==> src/rtl/bldc_pkg.sv <==
// ============================================================================
//  Module      : bldc_pkg
//  Description : Shared types, tables and helpers for the BLDC commutation
//                sequencer (FSM encoding, hall decode, gate patterns).
//  Revision    : 1.0  initial release
// ============================================================================
`default_nettype none

package bldc_pkg;

    localparam int PWM_W = 4;

    typedef enum logic [1:0] {
        ST_IDLE = 2'd0,
        ST_DEAD = 2'd1,
        ST_RUN  = 2'd2,
        ST_FLT  = 2'd3
    } state_t;

    typedef struct packed {
        logic       valid;
        logic [2:0] sector;
    } hall_dec_t;

    // Gate vector layout {A, B, C, AA, BB, CC}; entry 0 is the rightmost.
    localparam logic [5:0][5:0] GATE_TBL = {
        6'b001_010,     // 5: C / BB
        6'b001_100,     // 4: C / AA
        6'b010_100,     // 3: B / AA
        6'b010_001,     // 2: B / CC
        6'b100_001,     // 1: A / CC
        6'b100_010      // 0: A / BB
    };

    function automatic hall_dec_t hall_decode(input logic [2:0] code);
        hall_dec_t d;
        d.valid  = 1'b1;
        d.sector = 3'd0;
        case (code)
            3'b101:  d.sector = 3'd0;
            3'b100:  d.sector = 3'd1;
            3'b110:  d.sector = 3'd2;
            3'b010:  d.sector = 3'd3;
            3'b011:  d.sector = 3'd4;
            3'b001:  d.sector = 3'd5;
            default: d.valid  = 1'b0;
        endcase
        return d;
    endfunction

    function automatic logic [2:0] eff_sector(input logic [2:0] s, input logic dir);
        if (!dir) begin
            return s;
        end
        return (s >= 3'd3) ? (s - 3'd3) : (s + 3'd3);
    endfunction

    function automatic logic [5:0] gate_drive(input logic [2:0] s, input logic hi_on);
        logic [5:0] g;
        g = (s < 3'd6) ? GATE_TBL[s] : 6'b000_000;
        return {g[5:3] & {3{hi_on}}, g[2:0]};
    endfunction

endpackage

`default_nettype wire

==> src/rtl/bldc_commutation_sequencer_if.sv <==
// ============================================================================
//  Module      : bldc_commutation_sequencer_if
//  Description : Control, hall-sensor and gate-driver signal bundle.
//  Revision    : 1.0  initial release
// ============================================================================
`default_nettype none

interface bldc_commutation_sequencer_if;
    import bldc_pkg::*;

    logic             EN;
    logic             DIR;
    logic [PWM_W-1:0] DUTY;
    logic             H1;
    logic             H2;
    logic             H3;
    logic             A;
    logic             B;
    logic             C;
    logic             AA;
    logic             BB;
    logic             CC;
    logic [2:0]       SECTOR;
    logic             FAULT;
    logic             STALL;

    modport master (
        output EN, DIR, DUTY, H1, H2, H3,
        input  A, B, C, AA, BB, CC, SECTOR, FAULT, STALL
    );

    modport slave (
        input  EN, DIR, DUTY, H1, H2, H3,
        output A, B, C, AA, BB, CC, SECTOR, FAULT, STALL
    );

endinterface

`default_nettype wire

==> src/rtl/hall_debounce.sv <==
// ============================================================================
//  Module      : hall_debounce
//  Description : Two-flop synchroniser plus consecutive-sample debounce for
//                the hall code; emits the accepted code and a change pulse.
//  Revision    : 1.0  initial release
// ============================================================================
`default_nettype none

module hall_debounce #(
    parameter int W       = 3,
    parameter int DEB_CYC = 4
) (
    input  wire logic         CLK,
    input  wire logic         RST_N,
    input  wire logic [W-1:0] i_raw,
    output logic      [W-1:0] o_code,
    output logic              o_chg
);

    localparam int CW = $clog2(DEB_CYC + 1);

    logic [W-1:0]  r_s1;
    logic [W-1:0]  r_s2;
    logic [W-1:0]  r_cand;
    logic [W-1:0]  r_acc;
    logic [CW-1:0] r_cnt;
    logic          r_chg;
    logic [CW-1:0] w_run;

    // Length of the current run of identical synchronised samples, this one included.
    assign w_run = (r_s2 == r_cand) ? (r_cnt + CW'(1)) : CW'(1);

    always_ff @(posedge CLK or negedge RST_N) begin
        if (!RST_N) begin
            r_s1   <= '0;
            r_s2   <= '0;
            r_cand <= '0;
            r_acc  <= '0;
            r_cnt  <= '0;
            r_chg  <= 1'b0;
        end else begin
            r_s1   <= i_raw;
            r_s2   <= r_s1;
            r_cand <= r_s2;
            r_chg  <= 1'b0;
            if (r_s2 == r_acc) begin
                r_cnt <= '0;
            end else if (w_run >= CW'(DEB_CYC)) begin
                r_acc <= r_s2;
                r_cnt <= '0;
                r_chg <= 1'b1;
            end else begin
                r_cnt <= w_run;
            end
        end
    end

    assign o_code = r_acc;
    assign o_chg  = r_chg;

endmodule

`default_nettype wire

==> src/rtl/bldc_commutation_sequencer.sv <==
// ============================================================================
//  Module      : bldc_commutation_sequencer
//  Description : Six-step BLDC commutation with PWM high side, dead-time
//                insertion and invalid-hall / stall shutdown.
//  Revision    : 1.0  initial release
// ============================================================================
`default_nettype none

module bldc_commutation_sequencer
    import bldc_pkg::*;
#(
    parameter int DEB_CYC   = 4,
    parameter int DEAD_CYC  = 8,
    parameter int STALL_CYC = 4096
) (
    input  wire logic                    CLK,
    input  wire logic                    RST_N,
    bldc_commutation_sequencer_if.slave  bus
);

    localparam int DW = $clog2(DEAD_CYC + 1);
    localparam int SW = $clog2(STALL_CYC + 1);

    state_t           r_state;
    logic [DW-1:0]    r_dcnt;
    logic [SW-1:0]    r_stc;
    logic [PWM_W-1:0] r_pwm;
    logic [2:0]       r_pat;
    logic [5:0]       r_gate;
    logic [2:0]       r_sector;
    logic             r_fault;
    logic             r_stall;

    logic [2:0]       w_acc;
    logic             w_chg;
    hall_dec_t        w_dec;
    logic [2:0]       w_eff;
    logic             w_pwm_on;
    logic             w_stall_hit;

    hall_debounce #(
        .W       (3),
        .DEB_CYC (DEB_CYC)
    ) u_hall_debounce (
        .CLK    (CLK),
        .RST_N  (RST_N),
        .i_raw  ({bus.H3, bus.H2, bus.H1}),
        .o_code (w_acc),
        .o_chg  (w_chg)
    );

    assign w_dec       = hall_decode(w_acc);
    assign w_eff       = eff_sector(w_dec.sector, bus.DIR);
    assign w_pwm_on    = (r_pwm < bus.DUTY);
    // True on the STALL_CYC-th consecutive RUN clock without a hall change.
    assign w_stall_hit = (r_stc >= SW'(STALL_CYC - 1));

    always_ff @(posedge CLK or negedge RST_N) begin
        if (!RST_N) begin
            r_stc <= '0;
        end else if ((r_state != ST_RUN) || w_chg) begin
            r_stc <= '0;
        end else if (r_stc != SW'(STALL_CYC)) begin
            r_stc <= r_stc + SW'(1);
        end
    end

    always_ff @(posedge CLK or negedge RST_N) begin
        if (!RST_N) begin
            r_pwm <= '0;
        end else begin
            r_pwm <= r_pwm + PWM_W'(1);
        end
    end

    always_ff @(posedge CLK or negedge RST_N) begin
        if (!RST_N) begin
            r_sector <= 3'd0;
        end else if (w_dec.valid) begin
            r_sector <= w_dec.sector;
        end
    end

    // Gates are assigned alongside the next state so a pattern change is
    // always preceded by exactly DEAD_CYC all-off clocks.
    always_ff @(posedge CLK or negedge RST_N) begin
        if (!RST_N) begin
            r_state <= ST_IDLE;
            r_dcnt  <= '0;
            r_pat   <= 3'd0;
            r_gate  <= 6'b000_000;
            r_fault <= 1'b0;
            r_stall <= 1'b0;
        end else if (!bus.EN) begin
            r_state <= ST_IDLE;
            r_dcnt  <= '0;
            r_gate  <= 6'b000_000;
            r_fault <= 1'b0;
            r_stall <= 1'b0;
        end else begin
            case (r_state)
                ST_IDLE: begin
                    r_gate <= 6'b000_000;
                    if (w_dec.valid) begin
                        r_state <= ST_DEAD;
                        r_dcnt  <= '0;
                    end
                end
                ST_DEAD: begin
                    r_gate <= 6'b000_000;
                    if (!w_dec.valid) begin
                        r_state <= ST_FLT;
                        r_fault <= 1'b1;
                    end else if (r_dcnt == DW'(DEAD_CYC - 1)) begin
                        r_state <= ST_RUN;
                        r_pat   <= w_eff;
                        r_gate  <= gate_drive(w_eff, w_pwm_on);
                    end else begin
                        r_dcnt <= r_dcnt + DW'(1);
                    end
                end
                ST_RUN: begin
                    if (!w_dec.valid) begin
                        r_state <= ST_FLT;
                        r_fault <= 1'b1;
                        r_gate  <= 6'b000_000;
                    end else if (w_stall_hit) begin
                        r_state <= ST_FLT;
                        r_stall <= 1'b1;
                        r_gate  <= 6'b000_000;
                    end else if (w_eff != r_pat) begin
                        r_state <= ST_DEAD;
                        r_dcnt  <= '0;
                        r_gate  <= 6'b000_000;
                    end else begin
                        r_gate <= gate_drive(r_pat, w_pwm_on);
                    end
                end
                ST_FLT: begin
                    r_gate <= 6'b000_000;
                end
                default: begin
                    r_state <= ST_IDLE;
                    r_gate  <= 6'b000_000;
                end
            endcase
        end
    end

    assign bus.A      = r_gate[5];
    assign bus.B      = r_gate[4];
    assign bus.C      = r_gate[3];
    assign bus.AA     = r_gate[2];
    assign bus.BB     = r_gate[1];
    assign bus.CC     = r_gate[0];
    assign bus.SECTOR = r_sector;
    assign bus.FAULT  = r_fault;
    assign bus.STALL  = r_stall;

endmodule

`default_nettype wire

==> src/flat_wrapper.sv <==
// flat-port wrapper written by rule: the top's interface ports become plain ports
module bldc_commutation_sequencer_flat import bldc_pkg::*;
#(
    parameter int DEB_CYC   = 4,
    parameter int DEAD_CYC  = 8,
    parameter int STALL_CYC = 4096
)
  (CLK, RST_N, bus_EN, bus_DIR, bus_DUTY, bus_H1, bus_H2, bus_H3, bus_A, bus_B, bus_C, bus_AA, bus_BB, bus_CC, bus_SECTOR, bus_FAULT, bus_STALL);
  bldc_commutation_sequencer_if bus_i ();
  input  wire logic CLK;
  input  wire logic RST_N;
  input wire logic [$bits(bus_i.EN)-1:0] bus_EN;
  input wire logic [$bits(bus_i.DIR)-1:0] bus_DIR;
  input wire logic [$bits(bus_i.DUTY)-1:0] bus_DUTY;
  input wire logic [$bits(bus_i.H1)-1:0] bus_H1;
  input wire logic [$bits(bus_i.H2)-1:0] bus_H2;
  input wire logic [$bits(bus_i.H3)-1:0] bus_H3;
  output wire logic [$bits(bus_i.A)-1:0] bus_A;
  output wire logic [$bits(bus_i.B)-1:0] bus_B;
  output wire logic [$bits(bus_i.C)-1:0] bus_C;
  output wire logic [$bits(bus_i.AA)-1:0] bus_AA;
  output wire logic [$bits(bus_i.BB)-1:0] bus_BB;
  output wire logic [$bits(bus_i.CC)-1:0] bus_CC;
  output wire logic [$bits(bus_i.SECTOR)-1:0] bus_SECTOR;
  output wire logic [$bits(bus_i.FAULT)-1:0] bus_FAULT;
  output wire logic [$bits(bus_i.STALL)-1:0] bus_STALL;
  assign bus_i.EN = bus_EN;
  assign bus_i.DIR = bus_DIR;
  assign bus_i.DUTY = bus_DUTY;
  assign bus_i.H1 = bus_H1;
  assign bus_i.H2 = bus_H2;
  assign bus_i.H3 = bus_H3;
  assign bus_A = bus_i.A;
  assign bus_B = bus_i.B;
  assign bus_C = bus_i.C;
  assign bus_AA = bus_i.AA;
  assign bus_BB = bus_i.BB;
  assign bus_CC = bus_i.CC;
  assign bus_SECTOR = bus_i.SECTOR;
  assign bus_FAULT = bus_i.FAULT;
  assign bus_STALL = bus_i.STALL;
  bldc_commutation_sequencer #(.DEB_CYC(DEB_CYC), .DEAD_CYC(DEAD_CYC), .STALL_CYC(STALL_CYC)) u_core (.CLK(CLK), .RST_N(RST_N), .bus(bus_i));
endmodule
==> config.mk <==
export PLATFORM = sky130hd
export DESIGN_NAME = bldc_commutation_sequencer_flat
export DESIGN_NICKNAME = d
export VERILOG_FILES = /design/src/rtl/bldc_pkg.sv /design/src/rtl/bldc_commutation_sequencer_if.sv /design/src/rtl/hall_debounce.sv /design/src/rtl/bldc_commutation_sequencer.sv /design/src/flat_wrapper.sv
export SDC_FILE = /design/constraint.sdc
export NUM_CORES = 1
export LEC_CHECK = 0
export BUFFER_PORTS_ARGS = -buffer_cell sky130_fd_sc_hd__buf_2
export CAP_MARGIN = 20
export CORE_MARGIN = 8
export CORE_UTILIZATION = 65
export DETAILED_ROUTE_END_ITERATION = 10
export MAX_ROUTING_LAYER = met4
export PLACE_DENSITY = 0.82
export SYNTH_ARGS = -nofsm -noshare
export SYNTH_HDL_FRONTEND = slang
export SYNTH_HIERARCHICAL = 1
export SYNTH_SLANG_ARGS = --single-unit
==> constraint.sdc <==
create_clock -name CLK -period 6.4 [get_ports CLK]
set_input_delay 1.6 -clock CLK [delete_from_list [all_inputs] [get_ports CLK]]
set_output_delay 1.6 -clock CLK [all_outputs]
set_load 0.05 [all_outputs]
==> impl_metrics.yaml <==
final_layout:
  syn2layout_area_growth_pct: 8.846
  fill_cells: 338
  drive_gt1_frac: 0.1464
  nNetsFinal: 348
  antennaDiodeCount: 0
critical_path:
  arrival_ps: 3280
  crit_chain: "buf_2 > o22ai_1 > or3b_1 > a22oi_2 > nor3_1 > a21oi_2 > mux2_1"
  slowest_stage: "or3b_1"
  cpPeakStageDelay_ps: 400
  critPathKind: "in -> reg"
  cp.required_ps: 6590
  start_kind: "primary input"
  critPathCaptureType: "flip-flop"
  crit_fanout: 16
synthesis:
  ys_seq_area_frac: 0.4465
  ys_ff_latch: 53
  syn_avg_cell_area_um2: 9.836
  yosys_most_used_dff: "dfrtp_1"
  synth_edf_count: 0
  async_reset_ff_frac: 1.000
  syn_area_um2: 2970
  synth_nets: 330
  postSynthCellCount: 302
  yosys_warnings: 6
  synth.distinct_cells: 65
sta:
  min_period_ps: 3084
  slew_headroom: 0.5100
  rsz0062_at_grt: "false"
  tns_ps: 0
  finalHoldViolations: 0
  fin_crit_sh: 0.4818
  fin_hold_ws_ps: 359.2
  finClkSkew_ps: 5.348
  setup_viol: 0
  fin_ws_ps: 3316
  fmax_ghz: 0.3243
  slew_violations: 0
  worst_pin_slew_ps: 729.4
floorplanning:
  die_h_um: 83.60
  die_area_um2: 6989
  coreArea_um2: 4384
  ioPinCount: 22
  row_count: 24
  start_util: 0.6775
  die_w_um: 83.60
global_route:
  grt_max_degree: 54
  overflow: 0
  grt_pass1_wl_um: 9887
  first_global_vias: 2170
  grt_antenna_before_repair: 0
  grt_usage: 0.1700
status:
  status: "complete, no violations"
route:
  first_pass_iters: 4
  drt_wl_total_um: 5478
  ant_nets: 0
  drc_errors: 0
  drt_iter0_drc: 108
  wl_per_cell_um: 14.69
  vias: 2227
  viasPerCell: 5.971
cts:
  clock-sinks: 53
  post_cts_buffers: 0
  htreeDepth: 2
  clockBufferDepth: 2
  insertion_delay_ps: 300
  clk_pin_slew_ps: 90
  ctsResizeCount: 0
  cts_root_buf: "clkbuf_8"
  numCtsBuffers: 5
  cts_tree: "built"
  cts_hold_buf: 0
pwr:
  power_density_nw_per_um2: 351.1
  ir_drop_mv: 0.2259
  power.leakage_nw: 1.454
  finalPower_mw: 1.135
run:
  drv_cap: 0
placement:
  post-place-ws_ps: 2988
  numPortBuffers: 21
  dp_hpwl_um: 3870
  place.gp.congestion: 0.8094
hold_path:
  hold_class: "reg -> reg"
[layout by cell type (no fill, tap or decap), drive strengths merged, types with 4 or more instances in the layout]
cell,synthesis,layout
a21oi,15,15
clkbuf,6,5
nor2b,5,5
dfrtp,53,53
nand3,10,10
buf,5,22
xor2,11,11
a22oi,4,4
nor3,11,11
ha,17,17
a31oi,4,4
mux2,4,4
inv,19,19
nand2,24,24
o22ai,4,4
o21ai,10,10
or3,7,7
nand4,7,7
nor2,30,30
xnor2,10,10
nand2b,5,5
[cell usage after synthesis (all sizes together) (5+ instances only)]
cell type | number | area share
a21oi | 15 | 0.027
buf | 5 | 0.0088
clkbuf | 6 | 0.0076
dfrtp | 53 | 0.45
ha | 17 | 0.072
inv | 19 | 0.024
nand2 | 24 | 0.031
nand2b | 5 | 0.011
nand3 | 10 | 0.017
nand4 | 7 | 0.020
nor2 | 30 | 0.039
nor2b | 5 | 0.011
nor3 | 11 | 0.028
o21ai | 10 | 0.017
or3 | 7 | 0.015
xnor2 | 10 | 0.032
xor2 | 11 | 0.032
[where the power goes]
| part | switching (mW) | total, mW | internal (mW) | leakage [nW] |
|---|---|---|---|---|
| sequential | 0.0615 | 0.431 | 0.370 | 0.690 |
| clock | 0.109 | 0.264 | 0.155 | 0.0681 |
| combinational | 0.274 | 0.440 | 0.166 | 0.695 |
[cell type report]
cell class	count	area, um2	area share
Clock inverter	3	65.06	0.02012
Inverter	19	71.32	0.02206
Timing Repair Buffer	22	112.6	0.03483
Multi-Input combinational cell	219	1524	0.4714
Sequential cell	53	1326	0.4102
Tap cell	52	65.06	0.02012
Clock buffer	5	68.82	0.02128
[metal layers]
layer,wire length (um),global-route usage,vias to the layer above
met1,2512,0.2036,1078
met2,2711,0.2793,44
met5,0,-,-
li1,-,-,1098
met3,200,0.03516,7
met4,55,0.05338,0
[per-stage QoR]
stage	std cells	utilization	cell area [um2]
final	373	0.7374	3233
after global routing	373	0.7374	3233
after global placement	365	0.7069	3099
after CTS	373	0.7374	3233
after floorplan	302	-	2970
after detailed placement	365	0.7069	3099
[worst paths after layout]
check	start	to	slack (ps)	depth (start not counted)
worst min register to register	u_core/u_hall_debounce/r_s1[1]$_DFF_PN0_	u_core/u_hall_debounce/r_s2[1]$_DFF_PN0_	360	0
worst max-delay path	bus_DIR	u_core/r_dcnt[0]$_DFFE_PN0P_	3320	7
min in group asynchronous	RST_N	u_core/bus.SECTOR[1]$_DFFE_PN0N_	1390	2
max in group asynchronous	RST_N	u_core/u_hall_debounce/r_s1[2]$_DFF_PN0_	4550	2
worst max register to register	u_core/u_hall_debounce/o_code[2]$_DFFE_PN0P_	u_core/r_gate[3]$_DFF_PN0_	3540	10
worst min-delay path	u_core/u_hall_debounce/r_s1[1]$_DFF_PN0_	u_core/u_hall_debounce/r_s2[1]$_DFF_PN0_	360	0
[cells by family (layout without fill, tap and decap cells)]
logic type | after synthesis | after routing | share of synthesized area
buffers and inverters | 30 | 49 | 0.04043
and+or+nand+nor | 114 | 114 | 0.2094
AOI/OAI and AO/OA | 59 | 59 | 0.1386
other | 1 | 1 | 0.001262
DFF | 53 | 53 | 0.4465
adders and majority gates | 17 | 17 | 0.07161
xor gates and xnor gates | 21 | 21 | 0.06445
muxes | 7 | 7 | 0.02780
[worst max-delay path, delay by kind of cell]
family | cells | cell delay [ps]
mux | 1 | 350
compound gates | 3 | 600
buf+inv | 1 | 230
simple gates | 2 | 500
[state kept, by name, summed over array words and instances, names as in the netlist, 3 cells and up]
| name | cells |
|---|---|
| u_core/u_hall_debounce/r_cnt | 3 |
| u_core/u_hall_debounce/r_cand | 3 |
| u_core/r_pat | 3 |
| u_core/u_hall_debounce/o_code | 3 |
| u_core/u_hall_debounce/r_s1 | 3 |
| u_core/r_pwm | 4 |
| u_core/r_stc | 13 |
| u_core/u_hall_debounce/r_s2 | 3 |
| u_core/r_dcnt | 4 |
| u_core/r_gate | 6 |
| u_core/bus.SECTOR | 3 |
(Power assumes the default switching activity.)
